### src/rtl/data_sram_like_bridge.sv
// MEM-stage data port bridge to an sram-like bus: one transaction per access,
// stalls the pipeline until data_ok and holds the read word while frozen by others.
module data_sram_like_bridge (
  input  logic        clk,
  input  logic        rst,
  input  logic        data_en,
  input  logic [3:0]  data_wen,
  input  logic [31:0] data_addr,
  input  logic [31:0] data_wdata,
  input  logic        stall_others,
  output logic [31:0] data_rdata,
  output logic        d_stall,
  output logic        data_req,
  output logic        data_wr,
  output logic [1:0]  data_size,
  output logic [31:0] data_addr_o,
  output logic [31:0] data_wdata_o,
  output logic [3:0]  data_wstrb,
  input  logic        data_addr_ok,
  input  logic        data_data_ok,
  input  logic [31:0] data_rdata_i
);

  typedef enum logic [1:0] {StIdle, StWaitAddr, StWaitData, StHold} state_e;

  state_e      r_state, w_state_nxt;
  logic [31:0] r_addr, r_wdata, r_rdata;
  logic        r_wr;
  logic [1:0]  r_size;
  logic [3:0]  r_strb;

  logic [1:0]  w_size;
  logic [1:0]  w_lo;
  logic [31:0] w_dec_addr;
  logic        w_unused;

  // Low address bits come from the byte-enable pattern, not from data_addr.
  assign w_unused = ^data_addr[1:0];

  always_comb begin
    w_size = 2'd2;
    w_lo   = 2'b00;
    case (data_wen)
      4'b0011: begin w_size = 2'd1; w_lo = 2'b00; end
      4'b1100: begin w_size = 2'd1; w_lo = 2'b10; end
      4'b0001: begin w_size = 2'd0; w_lo = 2'b00; end
      4'b0010: begin w_size = 2'd0; w_lo = 2'b01; end
      4'b0100: begin w_size = 2'd0; w_lo = 2'b10; end
      4'b1000: begin w_size = 2'd0; w_lo = 2'b11; end
      default: ;
    endcase
  end

  assign w_dec_addr = {data_addr[31:2], w_lo};

  always_ff @(posedge clk or posedge rst) begin
    if (rst) begin
      r_state <= StIdle;
      r_addr  <= '0;
      r_wdata <= '0;
      r_wr    <= 1'b0;
      r_size  <= 2'd0;
      r_strb  <= 4'd0;
      r_rdata <= '0;
    end else begin
      r_state <= w_state_nxt;
      if (r_state == StIdle && data_en) begin
        r_addr  <= w_dec_addr;
        r_wdata <= data_wdata;
        r_wr    <= |data_wen;
        r_size  <= w_size;
        r_strb  <= data_wen;
      end
      if (r_state == StWaitData && data_data_ok) begin
        r_rdata <= data_rdata_i;
      end
    end
  end

  always_comb begin
    w_state_nxt = r_state;
    case (r_state)
      StIdle:     if (data_en) w_state_nxt = data_addr_ok ? StWaitData : StWaitAddr;
      StWaitAddr: if (data_addr_ok) w_state_nxt = StWaitData;
      StWaitData: if (data_data_ok) w_state_nxt = stall_others ? StHold : StIdle;
      StHold:     if (!stall_others) w_state_nxt = StIdle;
      default:    w_state_nxt = StIdle;
    endcase
  end

  always_comb begin
    data_req = 1'b0;
    d_stall  = 1'b0;
    case (r_state)
      StIdle:     begin data_req = data_en; d_stall = data_en; end
      StWaitAddr: begin data_req = 1'b1;    d_stall = 1'b1;    end
      StWaitData: d_stall = ~data_data_ok;
      default:    ;
    endcase
    if (rst) begin
      data_req = 1'b0;
      d_stall  = 1'b0;
    end
    data_rdata = (r_state == StWaitData) ? data_rdata_i : r_rdata;
    // Re-issued requests present the fields captured at issue time.
    if (r_state == StWaitAddr) begin
      data_wr      = r_wr;
      data_size    = r_size;
      data_addr_o  = r_addr;
      data_wdata_o = r_wdata;
      data_wstrb   = r_strb;
    end else begin
      data_wr      = |data_wen;
      data_size    = w_size;
      data_addr_o  = w_dec_addr;
      data_wdata_o = data_wdata;
      data_wstrb   = data_wen;
    end
  end

endmodule

### config.mk
export PLATFORM = sky130hd
export DESIGN_NAME = data_sram_like_bridge
export DESIGN_NICKNAME = d
export VERILOG_FILES = /design/src/rtl/data_sram_like_bridge.sv
export SDC_FILE = /design/constraint.sdc
export NUM_CORES = 1
export LEC_CHECK = 0
export CORE_ASPECT_RATIO = 0.8
export CORE_MARGIN = 5
export CORE_UTILIZATION = 45
export DETAILED_ROUTE_END_ITERATION = 16
export GPL_ROUTABILITY_DRIVEN = 1
export HOLD_SLACK_MARGIN = 0.08
export MAX_ROUTING_LAYER = met4
export PLACE_DENSITY_LB_ADDON = 0.05
export SYNTH_ARGS = -nofsm -noshare
export SYNTH_HDL_FRONTEND = slang
export SYNTH_SLANG_ARGS = --single-unit
### constraint.sdc
create_clock -name clk -period 11.3 [get_ports clk]
set_clock_uncertainty 0.05 [all_clocks]
set_input_delay 2.26 -clock clk [delete_from_list [all_inputs] [get_ports clk]]
set_output_delay 2.26 -clock clk [all_outputs]
set_load 0.01 [all_outputs]
==> results.toml, run 1 <==
[status]
outcome = "finished clean"

[worst_setup_path]
reg2reg_slack_ps = 8810
crit_fanout = 50
slowest_stage = "clkdlybuf4s50_1"
end_kind = "output pin"
r2r_cells = 4
cp.arrival_ps = 4030
cp_num_cells = 4
endpoint = "d_stall"
crit_top_cell = "clkdlybuf4s50_1"
critPathRequiredTime_ps = 8990
critPathBufInv = 3
r2r_start = "r_state[1]$_DFFE_PP0P_"
crit_chain = "clkdlybuf4s50_1 -> inv_4 -> o311a_1 -> clkdlybuf4s50_1"
crit_family = "buffers and inverters"
critPathKind = "primary input to output pin"
critPathLaunchType = "primary input"
slowest_delay_ps = 550
r2r-end = "r_wdata[10]$_DFFE_PP0P_"
crit_start = "rst"

[layout]
area_growth_pct = 44.24
final_area_um2 = 7702
n_antenna_cell = 0
finalNonFillerCells = 989
nets = 942
final_core_util = 0.6662
drive_gt1_frac = 0.09512

[logic_synthesis]
yosysTopAreaCell = "dfrtp_1"
synthCells = 653
synthDistinctLibCells = 27
yosysWarnings = 0
async_flop_share = 1.000
synthTopCellsByArea = "dfrtp_1 49%, nand2_1 28%, mux2_2 11%"
synth_edf_count = 0
syn_area_um2 = 5340
seq_area_frac_synth = 0.4920
synth-seq-cells = 105
syn_area_per_cell_um2 = 8.178
synth_ff_type = "dfrtp_1"
synth_top_area_frac = 0.4920
synth.net_count = 759

[place]
dp_cells = 973
place_area_um2 = 7420
io_buffers = 208
dp_hpwl_mm = 10.43
place.gp.congestion = 0.8118

[clock_tree]
cts-hold-fix-buffers = 0
cts_buffers = 9
cts_tree = "done"
worstSkewPairLatency_ps = 330
cts_sinks = 105
clk_path_buf_depth = 2
ctsResizeCount = 0
cts.reportedPaths.clkPinSlew_ps = 70
htreeDepth = 3
cts_setup_buffers = 0
cts-root-buf = "clkbuf_16"

[sta]
finalCriticalPeriod_ps = 6341
tns_ps = 0
worstMarginPinSlew_ps = 1263
rsz0062_at_grt = "false"
min_period_over_period = 0.5611
slew_viol_final = 0
setup_viol = 0
relSlewSlack = 0.1570
finalHoldViolCount = 0
fmax_mhz = 157.7

[die]
std_cell_rows = 35
die_y_um = 107.4
start_util = 0.4619
dieArea_um2 = 14160
core_um2 = 11560
pin_count = 211
fp.dieW_um = 131.8

[grt]
antenna_found_initial = 0
grt_overflow = 0
grt_pass1_wl_mm = 24.36
grt_pass1_vias = 4844
grt_max_degree = 61
grt_usage = 0.2143

[routing]
routed_wl_mm = 14.76
drc_errors = 0
detail-route-antenna-nets = 0
viasPerCell = 4.910
top_layer_used = "met4"
wl_met3_um = 849
drt_iter0_drc = 294
dr.pass1.iters = 4
wl_per_cell_um = 14.92
dr_total_vias = 4856
drt-met1-wl_mm = 6.644
route.met2.wl_mm = 7.088

[pwr]
power_density_nw_per_um2 = 249.8
power.total_mw = 1.924
p_leak_nw = 3.735
peakVddDrop_v = 0.0001103

[min_path]
whs_path_depth = 2
hold_path_class = "register to register"

[job]
maxCapViolations = 0
[power breakdown]
group          switching (mW)  total [mW]  internal (mW)
registers              0.0999       0.657          0.557
clock network           0.134       0.294          0.160
logic                   0.462       0.973          0.512
[synthesized netlist by cell type, types with 2 or more instances]
cell type / number
nand2_1: 405
dfrtp_1: 105
mux2_2: 51
buf_2: 28
mux2_1: 13
buf_6: 8
o21ai_0: 8
nor2_1: 6
clkbuf_1: 5
o21ai_1: 5
a21oi_1: 2
nor2b_1: 2
[worst reg2reg max path, stage by stage, from the launching register on]
cell	delay, ps
dfrtp_1	530
nor3b_4	1080
buf_4	540
nand2_1	140
nand2_1	90
[worst min path at each step]
stage | start | to | slack, ps
6_report | r_wdata[22]$_DFFE_PP0P_ | r_wdata[22]$_DFFE_PP0P_ | 430
5_1_grt | r_addr[30]$_DFFE_PP0P_ | r_addr[30]$_DFFE_PP0P_ | 440
4_1_cts | r_wdata[7]$_DFFE_PP0P_ | r_wdata[7]$_DFFE_PP0P_ | 430
3_5_place_dp | r_wdata[7]$_DFFE_PP0P_ | r_wdata[7]$_DFFE_PP0P_ | 410
3_3_place_gp | r_wdata[7]$_DFFE_PP0P_ | r_wdata[7]$_DFFE_PP0P_ | 410
2_1_floorplan | r_addr[10]$_DFFE_PP0P_ | r_addr[10]$_DFFE_PP0P_ | 390
[cell type report]
type	instances	area, µm²
multi-input combinational	505	2474
fill	954	3859
sequential	105	2628
inverter	1	6.256
tap	148	185.2
timing repair buffer	214	2127
clock inverter	5	30.03
clock buffer	11	252.7
[registers in the layout, summed over array words and instances, names as in the netlist]
signal,cells
r_strb,4
r_wr,1
r_addr,32
r_wdata,32
r_state,2
r_rdata,32
r_size,2
[metal layers]
metal  track usage  vias to the layer above
met5             -                        -
met2        0.3446                      145
li1              -                     2399
met4       0.04405                        0
met3       0.05561                       14
met1        0.2776                     2298
[cells in the final DEF (no fill, tap or decap), drive strengths merged, types with 2 or more instances in the layout]
| master | instances |
|---|---|
| a21oi | 2 |
| buf | 6 |
| clkbuf | 11 |
| clkdlybuf4s50 | 208 |
| clkinv | 3 |
| clkinvlp | 2 |
| dfrtp | 105 |
| mux2 | 64 |
| nand2 | 406 |
| nor2 | 6 |
| nor2b | 2 |
| o21ai | 13 |
[metrics by stage]
step,hold slack [ps],setup WS (ps)
global route,443.4,4796
global placement,406.4,4895
floorplan,394.4,4056
finish,426.8,4959
detailed placement,411.9,4885
CTS,428.9,4889
[logic make-up (layout without fill, tap and decap cells)]
logic type | count (synthesis) | count (layout) | share of synthesized area
DFF | 105 | 105 | 0.4920
buffers and inverters | 43 | 231 | 0.04826
muxes | 64 | 64 | 0.1350
xor gates and xnor gates | 2 | 2 | 0.003281
AOI/OAI and AO/OA | 18 | 18 | 0.01874
and+or+nand+nor | 421 | 421 | 0.3027
Note: power is estimated with default switching activity, not from simulation.
==> run 2, diff against run 1 <==
CORE_UTILIZATION = 40   (was 45)
clock period = 5.3 ns   (was 11.3 ns; I/O delays follow)
==> run 2 against run 1 <==
  * Non-clock buffer count grew 1
  * Die area grew 11%
  * Clock-buffer cell count is the same
  * Sequential cell count is the same
  * First-iteration DRC count shrank 13%
  * Sequential power grew 110%
==> results.toml, run 2 (synthesis results as in run 1) <==
[status]
outcome = "finished clean"

[clock_tree]
clk_path_buf_depth = 2
worstSkewPairLatency_ps = 330
htreeDepth = 3
cts-root-buf = "clkbuf_16"
cts_buffers = 9
cts-hold-fix-buffers = 0
cts_tree = "done"
cts.reportedPaths.clkPinSlew_ps = 70
cts_setup_buffers = 0
cts_sinks = 105
ctsResizeCount = 0

[pwr]
power_density_nw_per_um2 = 528.5
peakVddDrop_v = 0.0002730
p_leak_nw = 3.737

[sta]
finalCriticalPeriod_ps = 4031
finalWorstSetupSlack_ps = 1269
slew_viol_final = 0
min_period_over_period = 0.7606
worstMarginPinSlew_ps = 885.9
tns_ps = 0
holdWs_ps = 424.8
rsz0062_at_grt = "false"
fmax_mhz = 248.1
setup_viol = 0
relSlewSlack = 0.4094
finalHoldViolCount = 0

[worst_setup_path]
r2r_start = "r_state[1]$_DFFE_PP0P_"
critPathBufInv = 2
critPathRequiredTime_ps = 4190
crit_top_cell = "nand2_1"
slowest_delay_ps = 790
crit_chain = "nand2b_2 -> buf_4 -> nand2_1 -> nand2_1 -> clkdlybuf4s50_1"
crit_start = "r_state[1]$_DFFE_PP0P_"
slowest_stage = "nand2b_2"
end_kind = "output pin"
cp.arrival_ps = 2920
crit_fanout = 43
reg2reg_slack_ps = 2850
crit_family = "buffers and inverters"
critPathLaunchType = "register"
critPathKind = "register to output pin"

[layout]
final_core_util = 0.5958
nets = 943
reg.largest.list = "r_addr: 32 flops, r_rdata: 32 flops, r_wdata: 32 flops"
final_cell_mix = "405 x nand2_1, 208 x clkdlybuf4s50_1, 105 x dfrtp_1, 51 x mux2_2, 13 x mux2_1"
layout_commonest_cell = "nand2_1"
drive_gt1_frac = 0.09394
n_antenna_cell = 0
area_growth_pct = 44.63

[grt]
grt_pass1_vias = 4811
grt_pass1_wl_mm = 24.27
antenna_found_initial = 0
grt_usage = 0.1933
grt_max_degree = 61
grt_overflow = 0

[die]
dieArea_um2 = 15780
start_util = 0.4120
std_cell_rows = 37
core_um2 = 12960
fp.dieW_um = 139.2
die_y_um = 113.3
pin_count = 211

[min_path]
hold_path.startpoint = "r_wdata[7]$_DFFE_PP0P_"
hold_path_class = "register to register"

[routing]
dr.pass1.iters = 5
viasPerCell = 4.777
routed_wl_mm = 14.86
dr_total_vias = 4853
detail-route-antenna-nets = 0
drt_iter0_drc = 256
wl_per_cell_um = 14.63
drc_errors = 0

[place]
dp_slack_ps = 1308
dp_hpwl_mm = 10.48
place.gp.congestion = 0.7885
io_buffers = 208

[job]
maxCapViolations = 0
[run 2: power by group]
group / total, mW / switching (mW) / leakage [nW] / internal, mW
Combinational: 2.07 / 0.983 / 2.32 / 1.09
Sequential: 1.40 / 0.213 / 1.28 / 1.19
Clock: 0.607 / 0.281 / 0.135 / 0.326
Total: 4.08 / 1.48 / 3.74 / 2.61
[run 2: path summary, 6_finish.rpt]
check | endpoint | cells after the start
max | data_wstrb[1] | 5
max in group asynchronous | r_state[0]$_DFFE_PP0P_ | 4
min | r_wdata[7]$_DFFE_PP0P_ | 2
max reg2reg | r_rdata[0]$_DFFE_PP0P_ | 4
min reg2reg | r_wdata[7]$_DFFE_PP0P_ | 2
min in group asynchronous | r_rdata[20]$_DFFE_PP0P_ | 3
[run 2: metal layers]
metal | vias to the layer above | share of wire | GRT usage
li1 | 2403 | - | -
met1 | 2278 | 0.44 | 0.2435
met2 | 157 | 0.48 | 0.3112
met3 | 15 | 0.065 | 0.05450
met4 | 0 | 0.012 | 0.04759
met5 | - | 0 | -
[run 2: layout make-up]
cell class	instances	area, µm²
clock inverters	4	20.02
clock buffers	11	242.7
inverters	1	6.256
repair buffers	215	2135
fillers	1150	5239
well taps	175	219.0
flip-flops and latches	105	2628
multi-input cells	505	2474
[run 2: metrics by stage]
step | instance area [µm²] | instances | power [mW]
after global routing | 7724 | 1016 | 4.395
after global placement | 7461 | 1001 | 3.443
after CTS | 7724 | 1016 | 4.137
after floorplan | 5340 | 653 | 2.567
final | 7724 | 1016 | 4.082
after detailed placement | 7461 | 1001 | 3.514
[run 2: worst min-delay path, cell delays in order (launching register included)]
cell and delay (ps):
dfrtp_1 340, nand2_1 50, nand2_1 50
